--- config.mk ---
export PLATFORM = sky130hd
export DESIGN_NAME = tmds_encoder_dc
export DESIGN_NICKNAME = d
export VERILOG_FILES = /design/src/rtl/tmds_encoder_dc_pkg.sv /design/src/rtl/tmds_encoder_dc_qm_stage.sv /design/src/rtl/tmds_encoder_dc.sv
export SDC_FILE = /design/constraint.sdc
export NUM_CORES = 1
export LEC_CHECK = 0
export ABC_AREA = 1
export BUFFER_PORTS_ARGS = -buffer_cell sky130_fd_sc_hd__buf_2
export CAP_MARGIN = 25
export CORE_MARGIN = 2
export CORE_UTILIZATION = 45
export DETAILED_ROUTE_END_ITERATION = 16
export GPL_ROUTABILITY_DRIVEN = 1
export GPL_TIMING_DRIVEN = 0
export PLACE_DENSITY = 0.66
export SETUP_SLACK_MARGIN = 0.05
export SYNTH_ARGS = -nofsm -noshare
export SYNTH_HDL_FRONTEND = slang
export SYNTH_HIERARCHICAL = 1
export SYNTH_SLANG_ARGS = --single-unit
export TNS_END_PERCENT = 5
--- constraint.sdc ---
create_clock -name clk -period 9.38 [get_ports clk]
set_input_delay 0.938 -clock clk [delete_from_list [all_inputs] [get_ports clk]]
set_output_delay 0.938 -clock clk [all_outputs]
set_load 0.005 [all_outputs]
--- src/rtl/tmds_encoder_dc_pkg.sv ---
// tmds_encoder_dc_pkg: DVI 1.0 TMDS control tokens and shared helpers
package tmds_encoder_dc_pkg;

  localparam logic [9:0] TMDS_CTRL_00   = 10'b1101010100;
  localparam logic [9:0] TMDS_CTRL_01   = 10'b0010101011;
  localparam logic [9:0] TMDS_CTRL_10   = 10'b0101010100;
  localparam logic [9:0] TMDS_CTRL_11   = 10'b1010101011;
  localparam logic [9:0] TMDS_RESET_SYM = TMDS_CTRL_00;

  function automatic logic [3:0] popcount8(input logic [7:0] v);
    logic [3:0] n;
    n = 4'd0;
    for (int i = 0; i < 8; i++) n = n + {3'b000, v[i]};
    return n;
  endfunction

  function automatic logic [9:0] ctrl_token(input logic [1:0] c);
    return c == 2'b00 ? TMDS_CTRL_00 :
           c == 2'b01 ? TMDS_CTRL_01 :
           c == 2'b10 ? TMDS_CTRL_10 : TMDS_CTRL_11;
  endfunction

endpackage

--- src/rtl/tmds_encoder_dc_qm_stage.sv ---
// tmds_qm_stage: transition-minimising first stage of the TMDS encoder
module tmds_qm_stage
  import tmds_encoder_dc_pkg::*;
(
  input  logic       clk,
  input  logic       rst_n,
  input  logic       de,
  input  logic [7:0] din,
  input  logic [1:0] ctrl,
  output logic [8:0] q_m,
  output logic       de_s1,
  output logic [1:0] ctrl_s1
);

  logic [3:0] n1d;
  logic       use_xnor;
  logic [8:0] q_m_c;

  // chain each data bit onto the previous code bit, XNOR when many ones
  function automatic logic [8:0] chain(input logic [7:0] d, input logic x);
    logic [8:0] q;
    q = 9'd0;
    q[0] = d[0];
    for (int i = 1; i < 8; i++) q[i] = x ? ~(q[i-1] ^ d[i]) : (q[i-1] ^ d[i]);
    q[8] = ~x;
    return q;
  endfunction

  // choose XOR/XNOR from the ones count of the pixel
  always_comb begin
    n1d      = popcount8(din);
    use_xnor = (n1d > 4'd4) | ((n1d == 4'd4) & ~din[0]);
    q_m_c    = chain(din, use_xnor);
  end

  // register the intermediate word alongside its de/ctrl qualifiers
  always_ff @(posedge clk or negedge rst_n) begin
    if (!rst_n) begin
      q_m     <= 9'd0;
      de_s1   <= 1'b0;
      ctrl_s1 <= 2'b00;
    end else begin
      q_m     <= q_m_c;
      de_s1   <= de;
      ctrl_s1 <= ctrl;
    end
  end

endmodule

--- src/rtl/tmds_encoder_dc.sv ---
// tmds_encoder_dc: DVI TMDS channel encoder with running-disparity DC balance
module tmds_encoder_dc
  import tmds_encoder_dc_pkg::*;
(
  input  logic       clk,
  input  logic       rst_n,
  input  logic       de,
  input  logic [7:0] din,
  input  logic [1:0] ctrl,
  output logic [9:0] tdout
);

  logic [8:0]        q_m;
  logic              de_s1;
  logic [1:0]        ctrl_s1;
  logic [3:0]        n1q;
  logic signed [4:0] cnt;
  logic signed [4:0] cnt_nxt;
  logic signed [4:0] bal;
  logic signed [4:0] two_q8;
  logic signed [4:0] two_nq8;
  logic              case_a;
  logic              case_b;
  logic [9:0]        sym;

  tmds_qm_stage u_qm (
    .clk     (clk),
    .rst_n   (rst_n),
    .de      (de),
    .din     (din),
    .ctrl    (ctrl),
    .q_m     (q_m),
    .de_s1   (de_s1),
    .ctrl_s1 (ctrl_s1)
  );

  // pick inversion so the running disparity is pulled back toward zero
  always_comb begin
    n1q     = popcount8(q_m[7:0]);
    bal     = $signed({n1q, 1'b0} - 5'd8);
    two_q8  = $signed({3'b000, q_m[8], 1'b0});
    two_nq8 = $signed({3'b000, ~q_m[8], 1'b0});
    case_a  = (cnt == 5'sd0) | (bal == 5'sd0);
    case_b  = ((cnt > 5'sd0) & (bal > 5'sd0)) | ((cnt < 5'sd0) & (bal < 5'sd0));
    sym     = ctrl_token(ctrl_s1);
    cnt_nxt = 5'sd0;
    if (de_s1 && case_a) begin
      sym     = {~q_m[8], q_m[8], q_m[8] ? q_m[7:0] : ~q_m[7:0]};
      cnt_nxt = q_m[8] ? cnt + bal : cnt - bal;
    end else if (de_s1 && case_b) begin
      sym     = {1'b1, q_m[8], ~q_m[7:0]};
      cnt_nxt = cnt + two_q8 - bal;
    end else if (de_s1) begin
      sym     = {1'b0, q_m[8], q_m[7:0]};
      cnt_nxt = cnt - two_nq8 + bal;
    end
  end

  // output symbol and disparity counter; control periods clear the count
  always_ff @(posedge clk or negedge rst_n) begin
    if (!rst_n) begin
      tdout <= TMDS_RESET_SYM;
      cnt   <= 5'sd0;
    end else begin
      tdout <= sym;
      cnt   <= cnt_nxt;
    end
  end

endmodule

# Word level (Yosys, flattened, before mapping)
# Index checks and enable logic that the tools add are counted.
# classes
order_cmp,5
reduce_logical,5
eq_ne,3
bitwise_logic,24
n_addsub,21
n_mux,18
# ops
op,count
$mux 10,6
$add 4x1->4,10
$mux 5,4
$add 5x5->5,2
$gt 5x1->1 const B,2
$logic_not 5->1,2
$lt 5x1->1 const B,2
$not 1->1,10
$sub 5x5->5,2
$mux 8,1
$not 8->8,1
$mux 1,7
$xor 1x1->1,7
$add 5x3->5,1
$sub 5x3->5,1
$sub 5x4->5 const B,1
$add 1x1->2,2
$add 3x1->4,1
$eq 4x3->1 const B,1
$gt 4x3->1 const B,1
$add 2x1->3,1
$and 1x1->1,3
$or 1x1->1,3
$eq 2x1->1 const B,1
3 further kinds,4
# totals
ff_bits,27
wordCells,81

# Longest topological paths before layout
# depth
ltp_word,29
ltp_mapped,21
depth_no_buf,21

# Cells and area by module
# Netlist, hierarchy kept.
# by_module_without_submodules
mod,cells_per_inst,area_per_inst_um2,n_inst
tmds_encoder_dc,212,1636.6,1
tmds_qm_stage,71,728.2,1

# Worst setup path after synthesis
# OpenSTA, ideal clock, no wires.
# synth_timing
path_kind,reg-to-reg
startpoint,reg u_qm.q_m[0]
endpoint,reg cnt[4]
arrival_time_ns,4.096
setup_slack_ns,5.166
n_path_buf,0
period_less_slack_ns,4.214
path_stages_with_launch,20
cell_sequence,dfrtp_1 > fa_1 > inv_1 > fa_1 > fa_1 > inv_1 > ha_1 > fa_1 > inv_1 > ha_1 > nand2_1 > o21ai_0 > ha_1 > and3_1 > nor2_1 > or2_2 > nand2_1 > nand2_1 > nand3_1 > nand2_1
# synth_between
elab_chain_len,14
# synth_rtl
element,line_no,text
from (decl),tmds_encoder_dc_qm_stage.sv:10,"output logic [8:0] q_m,"
from (signal assigned),tmds_encoder_dc_qm_stage.sv:43,q_m <= q_m_c;
$add 1x1->2 (*),tmds_encoder_dc_pkg.sv:13,"for (int i = 0; i < 8; i++) n = n + {3'b000, v[i]};"
$add 2x1->3 (*),tmds_encoder_dc_pkg.sv:13,
$add 3x1->4 (*),tmds_encoder_dc_pkg.sv:13,
$add 4x1->4 (*) (4 in a row),tmds_encoder_dc_pkg.sv:13,
$sub 5x4->5 (*),tmds_encoder_dc.sv:40,"bal = $signed({n1q, 1'b0} - 5'd8);"
$gt 5x1->1 or $lt 5x1->1 (tied branches),tmds_encoder_dc.sv:44,case_b = ((cnt > 5'sd0) & (bal > 5'sd0)) | ((cnt < 5'sd0) & (bal < 5'sd0));
$and 1x1->1,tmds_encoder_dc.sv:44,
$or 1x1->1,tmds_encoder_dc.sv:44,
$logic_and 1x1->1,tmds_encoder_dc.sv:50,end else if (de_s1 && case_b) begin
$mux 5,tmds_encoder_dc.sv:50,
$mux 5 (*),tmds_encoder_dc.sv:47,if (de_s1 && case_a) begin
via cnt_nxt[4],tmds_encoder_dc.sv:18,logic signed [4:0] cnt_nxt;
to (signal assigned),tmds_encoder_dc.sv:66,cnt <= cnt_nxt;
to (decl),tmds_encoder_dc.sv:17,logic signed [4:0] cnt;
# The timed path passes the listed nets; every way through them passes the cells marked *.

# Worst setup path after layout
# Same ends and word-level chain as after synthesis.

==> results.cfg <==
[setup_path]
cp_max_fo = 5
end_kind = flip-flop
crit_buf_inv = 3
cp_top_family = adder cells
max_stage_delay_ps = 550
critPathLaunchType = flip-flop
critPathSlowestCell = fa_1
arrival_ps = 4620
critPathKind = flip-flop to flip-flop
crit_chain = fa_1, inv_1, fa_1, fa_1, inv_1, ha_1, fa_1, inv_1, ha_1, nand2_1, o21ai_0, ha_1, and3_1, nor2_1, or2_2, nand2_1, nand2_1, nand3_1, nand2_1
worstPathRequired_ps = 9550

[clocking]
cts_buffers = 3
clock_latency_ps = 270
cts_hold_buf = 0
cts_root_buf = clkbuf_8
cts_tree = done
cts.repair.resized = 0
cts_max_level = 1
cts_max_path_buffers = 2
path_clk_slew_ps = 90
post-cts-setup-buffers = 0
numClockSinks = 26

[floorplanning]
chipWidth_um = 76.5
start_util = 0.466
die_y_um = 76.5
dieArea_um2 = 5850
io_pins = 23
core_area_um2 = 5070
rows = 26

[layout]
final_cell_count_no_fill = 379
fin_nets = 356
syn_to_final_growth_pct = 11.4
diodes = 0
layout_commonest_cell = nand2_1
layout_common_cells = nand2_1, inv_1, nand3_1
drive_above_1_share = 0.220

[timing]
fin_tns_setup_ps = 0
finClkSkew_ps = 1.78
setup_viol = 0
tightest_slew_ps = 545
period_share = 0.475
rsz0062_at_grt = no
hold_viol = 0
fin_crit_ps = 4460
relSlewSlack = 0.636
fmax_mhz = 224
slew_viol_final = 0
hold_ws_ps = 601
layout_setup_ws_ps = 4920

[placement]
placedCellCount = 375
dp_hpwl_um = 3600
gp_congestion = 0.851
port_buffers = 22
pre_cts_slack_ps = 4920

[drt]
route.vias.total = 1816
drt-initial-drc-count = 162
drtPass1Iterations = 4
drc = 0
viasPerCell = 4.79
ant_nets = 0
routed_wl_um = 4420
wl_per_cell_um = 11.7

[run_status]
status = finished, final reports clean

[synthesis]
netlist_instances = 283
avgSynthCellArea_um2 = 8.36
ys_warn_count = 6
yosysSeqAreaShare = 0.278
ys.flop_type = dfrtp_1
yosysUniqueCellTypes = 28
async_flop_share = 1.00
synth_edf_count = 0
syn_nets = 329
ys_ff_latch = 26
synth_area_um2 = 2360

[global_routing]
grt_pass1_wl_um = 7980
grt_pass1_vias = 1815
grt_usage = 0.169
overflow = 0
grt_start_max_net_pins = 27
grt_antenna_before_repair = 0

[worst_hold_path]
holdCritPathClass = flip-flop to flip-flop

[flow_run]
drv_cap = 0
[sequential cells by signal, indices dropped and copies added, names as in the netlist]
| name | count |
|---|---|
| tdout | 10 |
| cnt | 4 |
| u_qm/q_m | 9 |
| u_qm/de_s1 | 1 |
| u_qm/ctrl_s1 | 2 |
[cell usage after synthesis (all sizes together), types with 5 or more instances]
library cell | instances | area [µm²]
xor2 | 7 | 61.3
xnor2 | 11 | 96.3
ha | 20 | 250
dfrtp | 21 | 526
inv | 49 | 184
a21oi | 12 | 86.3
buf | 6 | 52.5
dfstp | 5 | 131
o21ai | 12 | 63.8
nand3 | 33 | 210
fa | 13 | 260
nand2 | 82 | 385
nor2 | 7 | 26.3
[per-stage QoR]
step           utilization  instance area, µm²
6_report             0.519                2630
5_1_grt              0.519                2630
4_1_cts              0.519                2630
3_5_place_dp         0.505                2560
3_3_place_gp         0.505                2560
2_1_floorplan            -                2360
[final timing paths]
kind	depth (start not counted)	end	slack [ps]	start
setup reg to reg	19	cnt[4]	4920	u_qm/q_m[0]
hold reg to reg	3	tdout[4]	600	u_qm/q_m[4]
max in group asynchronous	1	tdout[4]	8370	rst_n
setup / recovery	19	cnt[4]	4920	u_qm/q_m[0]
hold / removal	3	tdout[4]	600	u_qm/q_m[4]
min in group asynchronous	1	tdout[5]	640	rst_n
[layer usage]
layer / wire, µm / global-route usage / up-vias
met1: 1940 / 0.217 / 839
met4: 48 / 0.0491 / 0
met2: 2230 / 0.301 / 44
met5: 0 / 0 / -
li1: - / - / 929
met3: 203 / 0.0154 / 4
[worst register-to-register path, cell delays in order (launching register included)]
cell     delay, ps
dfrtp_1        450
fa_1           550
inv_1           50
fa_1           450
fa_1           490
inv_1           50
ha_1           200
fa_1           480
inv_1           90
ha_1           300
nand2_1         70
o21ai_0        160
ha_1           320
and3_1         130
nor2_1          50
or2_2          300
nand2_1         60
nand2_1         50
nand3_1         70
nand2_1         50
[logic make-up after synthesis]
| family | Yosys count | share of synthesized area |
|---|---|---|
| buf+inv | 55 | 0.100 |
| flops | 26 | 0.278 |
| fa+ha+maj | 33 | 0.216 |
| compound gates | 24 | 0.0635 |
| simple gates | 127 | 0.276 |
| xor+xnor | 18 | 0.0667 |
[layout make-up]
cell class                      count  area, µm²
Fill cell                         505       2440
Multi-Input combinational cell    202       1470
Sequential cell                    26        657
Inverter                           49        184
Timing Repair Buffer               22        110
Tap cell                           70       87.6
Buffer                              6       52.6
Clock buffer                        3       41.3
Clock inverter                      1       30.0
Power is left out: the tool's default activity adds up to more than one toggle a clock period on the data nets, which glitch-free logic cannot reach.
